**src/rtl/expu_accumulator.sv**
```systemverilog
// Softmax-denominator accumulator: converts a beat of exponential-unit float results to
// unsigned fixed point, sums the lanes, and accumulates beats into one saturating sum per vector.

package fpnew_pkg;
    typedef enum logic [2:0] {FP32, FP64, FP16, FP8, FP16ALT} fp_format_e;

    typedef struct packed {
        int unsigned exp_bits;
        int unsigned man_bits;
    } fp_encoding_t;

    localparam int unsigned NUM_FP_FORMATS = 5;
    localparam fp_encoding_t [0:NUM_FP_FORMATS-1] FP_ENCODINGS = '{
        '{8, 23}, '{11, 52}, '{5, 10}, '{5, 2}, '{8, 7}
    };

    function automatic int unsigned fp_width(input fp_format_e fmt);
        return FP_ENCODINGS[fmt].exp_bits + FP_ENCODINGS[fmt].man_bits + 1;
    endfunction

    function automatic int unsigned exp_bits(input fp_format_e fmt);
        return FP_ENCODINGS[fmt].exp_bits;
    endfunction

    function automatic int unsigned man_bits(input fp_format_e fmt);
        return FP_ENCODINGS[fmt].man_bits;
    endfunction
endpackage

module expu_accumulator #(
    parameter fpnew_pkg::fp_format_e FPFORMAT  = fpnew_pkg::FP16ALT,
    parameter int                    N_ROWS    = 8,
    parameter int                    ACC_WIDTH = 32,
    parameter int                    ACC_FRAC  = 16,
    localparam int                   WIDTH     = int'(fpnew_pkg::fp_width(FPFORMAT))
) (
    input  logic                      clk_i,
    input  logic                      rst_ni,
    input  logic                      clear_i,
    input  logic                      enable_i,
    input  logic                      valid_i,
    output logic                      ready_o,
    input  logic [N_ROWS-1:0]         strb_i,
    input  logic [N_ROWS*WIDTH-1:0]   op_i,
    input  logic                      last_i,
    output logic [ACC_WIDTH-1:0]      sum_o,
    output logic                      overflow_o,
    output logic                      valid_o,
    input  logic                      ready_i
);

    localparam int EXP_BITS  = int'(fpnew_pkg::exp_bits(FPFORMAT));
    localparam int MANT_BITS = int'(fpnew_pkg::man_bits(FPFORMAT));
    localparam int BIAS      = 2**(EXP_BITS-1) - 1;
    localparam int INT_BITS  = ACC_WIDTH - ACC_FRAC;
    localparam int SUM_WIDTH = ACC_WIDTH + $clog2(N_ROWS);
    localparam logic [ACC_WIDTH-1:0] ACC_MAX = '1;

    // Returns {saturated, value}; any normal value at or above 2^INT_BITS saturates.
    function automatic logic [ACC_WIDTH:0] convert_lane(input logic [WIDTH-1:0] x);
        logic [EXP_BITS-1:0]  e;
        logic [ACC_WIDTH-1:0] sig;
        int                   unb;
        int                   k;
        e   = x[WIDTH-2 -: EXP_BITS];
        sig = ACC_WIDTH'({1'b1, x[MANT_BITS-1:0]});
        unb = int'(e) - BIAS;
        k   = unb - MANT_BITS + ACC_FRAC;
        if (x[WIDTH-1] || e == '0)
            convert_lane = '0;
        else if (e == '1 || unb >= INT_BITS)
            convert_lane = {1'b1, ACC_MAX};
        else if (k >= 0)
            convert_lane = {1'b0, sig << k};
        else
            convert_lane = {1'b0, sig >> (-k)};
    endfunction

    logic                 s1_valid_q, s1_valid_d;
    logic                 s1_last_q,  s1_last_d;
    logic                 s1_sat_q,   s1_sat_d;
    logic [ACC_WIDTH-1:0] s1_sum_q,   s1_sum_d;
    logic [ACC_WIDTH-1:0] acc_q,      acc_d;
    logic                 sticky_q,   sticky_d;
    logic [ACC_WIDTH-1:0] sum_q,      sum_d;
    logic                 ovf_q,      ovf_d;
    logic                 valid_q,    valid_d;

    logic [ACC_WIDTH:0]   lane_conv;
    logic [SUM_WIDTH-1:0] lane_sum;
    logic                 lane_sat;
    logic                 beat_sat;
    logic [ACC_WIDTH-1:0] beat_sum;
    logic [ACC_WIDTH:0]   acc_ext;
    logic [ACC_WIDTH-1:0] acc_total;
    logic                 sticky_total;
    logic                 stall;
    logic                 accept;

    // NOTE: every signal written in an always_comb gets a default at the top of the block,
    // otherwise a path that skips the assignment infers a latch.
    always_comb begin
        lane_conv = '0;
        lane_sum  = '0;
        lane_sat  = 1'b0;
        for (int i = 0; i < N_ROWS; i++) begin
            lane_conv = convert_lane(op_i[i*WIDTH +: WIDTH]);
            if (strb_i[i]) begin
                lane_sum = lane_sum + SUM_WIDTH'(lane_conv[ACC_WIDTH-1:0]);
                lane_sat = lane_sat | lane_conv[ACC_WIDTH];
            end
        end
        beat_sat = lane_sat || (lane_sum > SUM_WIDTH'(ACC_MAX));
        beat_sum = (lane_sum > SUM_WIDTH'(ACC_MAX)) ? ACC_MAX : lane_sum[ACC_WIDTH-1:0];
    end

    // A finished vector waiting in stage 1 cannot move while the output register is still held.
    assign stall   = s1_valid_q & s1_last_q & valid_q & ~ready_i;
    assign ready_o = enable_i & ~stall & ~clear_i;
    assign accept  = valid_i & ready_o;

    assign acc_ext      = {1'b0, acc_q} + {1'b0, s1_sum_q};
    assign acc_total    = acc_ext[ACC_WIDTH] ? ACC_MAX : acc_ext[ACC_WIDTH-1:0];
    assign sticky_total = sticky_q | s1_sat_q | acc_ext[ACC_WIDTH];

    always_comb begin
        s1_valid_d = s1_valid_q;
        s1_last_d  = s1_last_q;
        s1_sat_d   = s1_sat_q;
        s1_sum_d   = s1_sum_q;
        acc_d      = acc_q;
        sticky_d   = sticky_q;
        sum_d      = sum_q;
        ovf_d      = ovf_q;
        valid_d    = valid_q;
        if (clear_i) begin
            s1_valid_d = 1'b0;
            s1_last_d  = 1'b0;
            s1_sat_d   = 1'b0;
            s1_sum_d   = '0;
            acc_d      = '0;
            sticky_d   = 1'b0;
            sum_d      = '0;
            ovf_d      = 1'b0;
            valid_d    = 1'b0;
        end else if (enable_i) begin
            if (valid_q && ready_i)
                valid_d = 1'b0;
            if (!stall) begin
                s1_valid_d = accept;
                if (accept) begin
                    s1_last_d = last_i;
                    s1_sat_d  = beat_sat;
                    s1_sum_d  = beat_sum;
                end
                if (s1_valid_q) begin
                    if (s1_last_q) begin
                        sum_d    = acc_total;
                        ovf_d    = sticky_total;
                        valid_d  = 1'b1;
                        acc_d    = '0;
                        sticky_d = 1'b0;
                    end else begin
                        acc_d    = acc_total;
                        sticky_d = sticky_total;
                    end
                end
            end
        end
    end

    // NOTE: state registers use non-blocking assignments so every flop samples the
    // pre-edge values of the others; blocking here would create order-dependent simulation.
    always_ff @(posedge clk_i or negedge rst_ni) begin
        if (!rst_ni) begin
            s1_valid_q <= 1'b0;
            s1_last_q  <= 1'b0;
            s1_sat_q   <= 1'b0;
            s1_sum_q   <= '0;
            acc_q      <= '0;
            sticky_q   <= 1'b0;
            sum_q      <= '0;
            ovf_q      <= 1'b0;
            valid_q    <= 1'b0;
        end else begin
            s1_valid_q <= s1_valid_d;
            s1_last_q  <= s1_last_d;
            s1_sat_q   <= s1_sat_d;
            s1_sum_q   <= s1_sum_d;
            acc_q      <= acc_d;
            sticky_q   <= sticky_d;
            sum_q      <= sum_d;
            ovf_q      <= ovf_d;
            valid_q    <= valid_d;
        end
    end

    assign sum_o      = sum_q;
    assign overflow_o = ovf_q;
    assign valid_o    = valid_q;

endmodule

```
**config.mk**
```make
export PLATFORM = sky130hd
export DESIGN_NAME = expu_accumulator
export DESIGN_NICKNAME = d
export VERILOG_FILES = /design/src/rtl/expu_accumulator.sv
export SDC_FILE = /design/constraint.sdc
export NUM_CORES = 2
export LEC_CHECK = 0
export CAP_MARGIN = 0
export CORE_ASPECT_RATIO = 0.9
export CORE_MARGIN = 5
export CORE_UTILIZATION = 51
export CTS_CLUSTER_DIAMETER = 120
export DETAILED_ROUTE_END_ITERATION = 8
export PLACE_DENSITY_LB_ADDON = 0.08
export SYNTH_ARGS = -nofsm -noshare
export SYNTH_HDL_FRONTEND = slang
export SYNTH_SLANG_ARGS = --single-unit
export TNS_END_PERCENT = 20
```
**constraint.sdc**
```tcl
create_clock -name clk_i -period 7.1 [get_ports clk_i]
set_input_delay 1.065 -clock clk_i [delete_from_list [all_inputs] [get_ports clk_i]]
set_output_delay 1.065 -clock clk_i [all_outputs]
set_load 0.005 [all_outputs]
```
==> metrics.cfg <==
[setup_path]
arrival_ps = 16560
rr_worst_depth = 16
rrSetupSlack_ps = 2410
cp_top_family = compound AO/OA/AOI/OAI gates
crit_path_frequent_cell = a21oi_2
end_kind = flip-flop
worstPathRequired_ps = 7330
path_max_fanout = 6
timing.rr.end = acc_q[2]
start_kind = input pin
worst_path_max_delay_cell = or4_4
critPathBufInv = 6
r2r-start = s1_sum_q[0]
max_stage_delay_ps = 540
worstSetupPathType = input pin to flip-flop

[floorplanning]
coreArea_sq_um = 64000
dieHeight_microns = 251
die-width_microns = 278
num_rows = 88
io_pins = 178
start_util_pct = 51.3
die_area_sq_um = 69600

[clocking]
htreeDepth = 3
clkTransAtPathRegs_ps = 70
cts_buffers = 9
cts.sinks = 102
cts_root_buf = clkbuf_16
cts_tree = built
postCtsHoldBufs = 0
clk_path_buf_depth = 2
clkLatencyLatePin_ps = 350

[power_and_ir_drop]
finalPower_mw = 10.3
p_leak_nw = 23.9
vdd_ir_drop_max_uv = 188
power_density_nw_per_um2 = 207

[placement]
hpwlAfterDp_microns = 109000
placedInstanceArea_sq_um = 48000
gp_congestion = 1.01
numPortBuffers = 177

[layout]
n_antenna_cell = 0
nets = 7126
final_core_util_pct = 77.9
mostFrequentLayoutCells = 1759 x buf_4, 601 x nand2_1, 497 x nor2_1, 492 x a21oi_1, 327 x o21ai_0
layout_commonest_cell = buf_4
synthToLayoutAreaGrowth_pct = 51.7
fin_area_sq_um = 49800
drive_gt1_share_pct = 32.6

[yosys]
seq_area_frac_synth_pct = 7.77
syn_nets = 5423
avgSynthCellArea_sq_um = 6.66
yosys.area.top_type_share_pct = 12.9
syn_inst = 4933
synth-seq-cells = 102
synth_cell_type_count = 102
ys_top_cells_by_area = ha_1 13%, a21oi_1 8.2%, dfrtp_1 7.8%, nand2_1 6.9%, nor2_1 5.8%
yosys.area.top_type = ha_1
synth_edf_count = 0
synth_area_sq_um = 32800
async_flop_share_pct = 100
yosysWarnings = 0
synthFlopType = dfrtp_1

[routing]
wire_per_inst_microns = 18.0
drc_errors = 0
drt_first_iter_violations = 4567
drt_pass1_iterations = 9
drt_wl_total_microns = 135000
vias = 44300
avgViaCountPerCell = 5.90
antenna_left = 0

[global_routing]
grtUsageTotal_pct = 35.6
grt_start_max_net_pins = 65
grt_pass1_wl_microns = 211000
antenna_found_initial = 0
grt_pass1_vias = 40700
gr-total-overflow = 0

[sta]
fin_crit_ps = 16330
finalHoldViolCount = 0
worst_slack_ps = -9230
period_share_pct = 230
clock_skew_ps = 9.23
fin_hold_ws_ps = 480
slew_headroom_pct = 24.8
drv_slew = 0
rsz0062_at_grt = true
tightestPinTransition_ps = 1120
fmax_ghz = 0.0612
finalSetupViolCount = 33

[outcome]
violations = setup timing
run_status = finished, violations left

[job]
drv_cap = 0

[worst_hold_path]
hold_path_class = flip-flop to flip-flop
holdPathStages = 2
holdPathEnd = sum_o[21]
min_from = sum_o[21]

==> area by class of cell <==
type                            instances  area, sq um
Tap cell                              855         1070
Clock buffer                            9          225
Multi-Input combinational cell       4422        30200
Inverter                              155          588
Fill cell                            5023        14100
Clock inverter                          7         77.6
Timing Repair Buffer                 1946        15100
Sequential cell                       102         2550
==> worst max path at each step <==
stage	from	cells past startpoint	slack (ps)	endpoint
final	op_i[23]	83	-9230	s1_sum_q[17]
after global routing	op_i[23]	83	-9960	s1_sum_q[17]
after CTS	op_i[23]	86	-9020	s1_sum_q[12]
after detailed placement	op_i[23]	87	-10340	s1_sum_q[27]
after global placement	op_i[23]	85	-9820	s1_sum_q[4]
after floorplan	op_i[23]	87	-9200	s1_sum_q[12]
==> layer usage <==
metal  GRT usage [%]  share of wire, %  vias up
li1                -                 -    21600
met1            51.3                45    20500
met2            57.0                44     1850
met3            4.29               8.5      223
met4            8.65               2.8        0
met5               0                 0        -
==> worst register-to-register path: stages (launching register included) <==
cell and delay, ps:
dfrtp_1 470, ha_1 300, inv_1 90, fa_1 190, nor2b_1 70, o21ai_0 210
a21boi_0 150, o21ai_0 250, a21boi_0 250, o31ai_1 300, a21oi_1 150, o21ai_0 300
a21oi_1 180, nor3_1 400, o31a_1 620, o21ai_0 370, a22o_1 280
==> stage by stage <==
| stage | setup slack (ps) | std cells | setup TNS (ps) |
|---|---|---|---|
| 2_1_floorplan | -9200 | 4933 | -297890 |
| 3_3_place_gp | -9820 | 7428 | -320710 |
| 3_5_place_dp | -10340 | 7428 | -337390 |
| 4_1_cts | -9020 | 7481 | -294290 |
| 5_1_grt | -9960 | 7496 | -325720 |
| 6_report | -9230 | 7496 | -300840 |
==> cell usage after synthesis (all sizes together) (63+ instances only) <==
library cell and instances:
a21o 134, a21oi 538, a31oi 84, and2 63, clkbuf 235, dfrtp 102, ha 339, inv 148
mux2 74, nand2 606, nand2b 76, nand3 135, nor2 504, nor3 96, o21a 96, o21ai 406
xnor2 180, xor2 134
==> kinds of logic after synthesis <==
family,after synthesis,share of synthesized area (%)
mux,127,4.50
fa+ha+maj,351,13.5
compound gates,1810,35.1
buf+inv,410,4.72
flops,102,7.77
xor+xnor,315,8.51
simple gates,1818,25.9
==> report_power, final <==
group / leakage (nW) / total, mW / switching (mW) / internal (mW)
clock network: 0.147 / 0.510 / 0.232 / 0.278
logic: 22.4 / 9.06 / 4.52 / 4.54
registers: 1.40 / 0.736 / 0.0843 / 0.652
total: 23.9 / 10.3 / 4.83 / 5.47
==> timing repair <==
| action | CTS | global route |
|---|---|---|
| pin swaps | 81 | 78 |
| gates resized for setup | 137 | 127 |
| buffers inserted | 36 | 15 |
| endpoints found under the setup margin | 33 | 33 |
| gates cloned | 1 | 0 |
(Power assumes the default switching activity.)
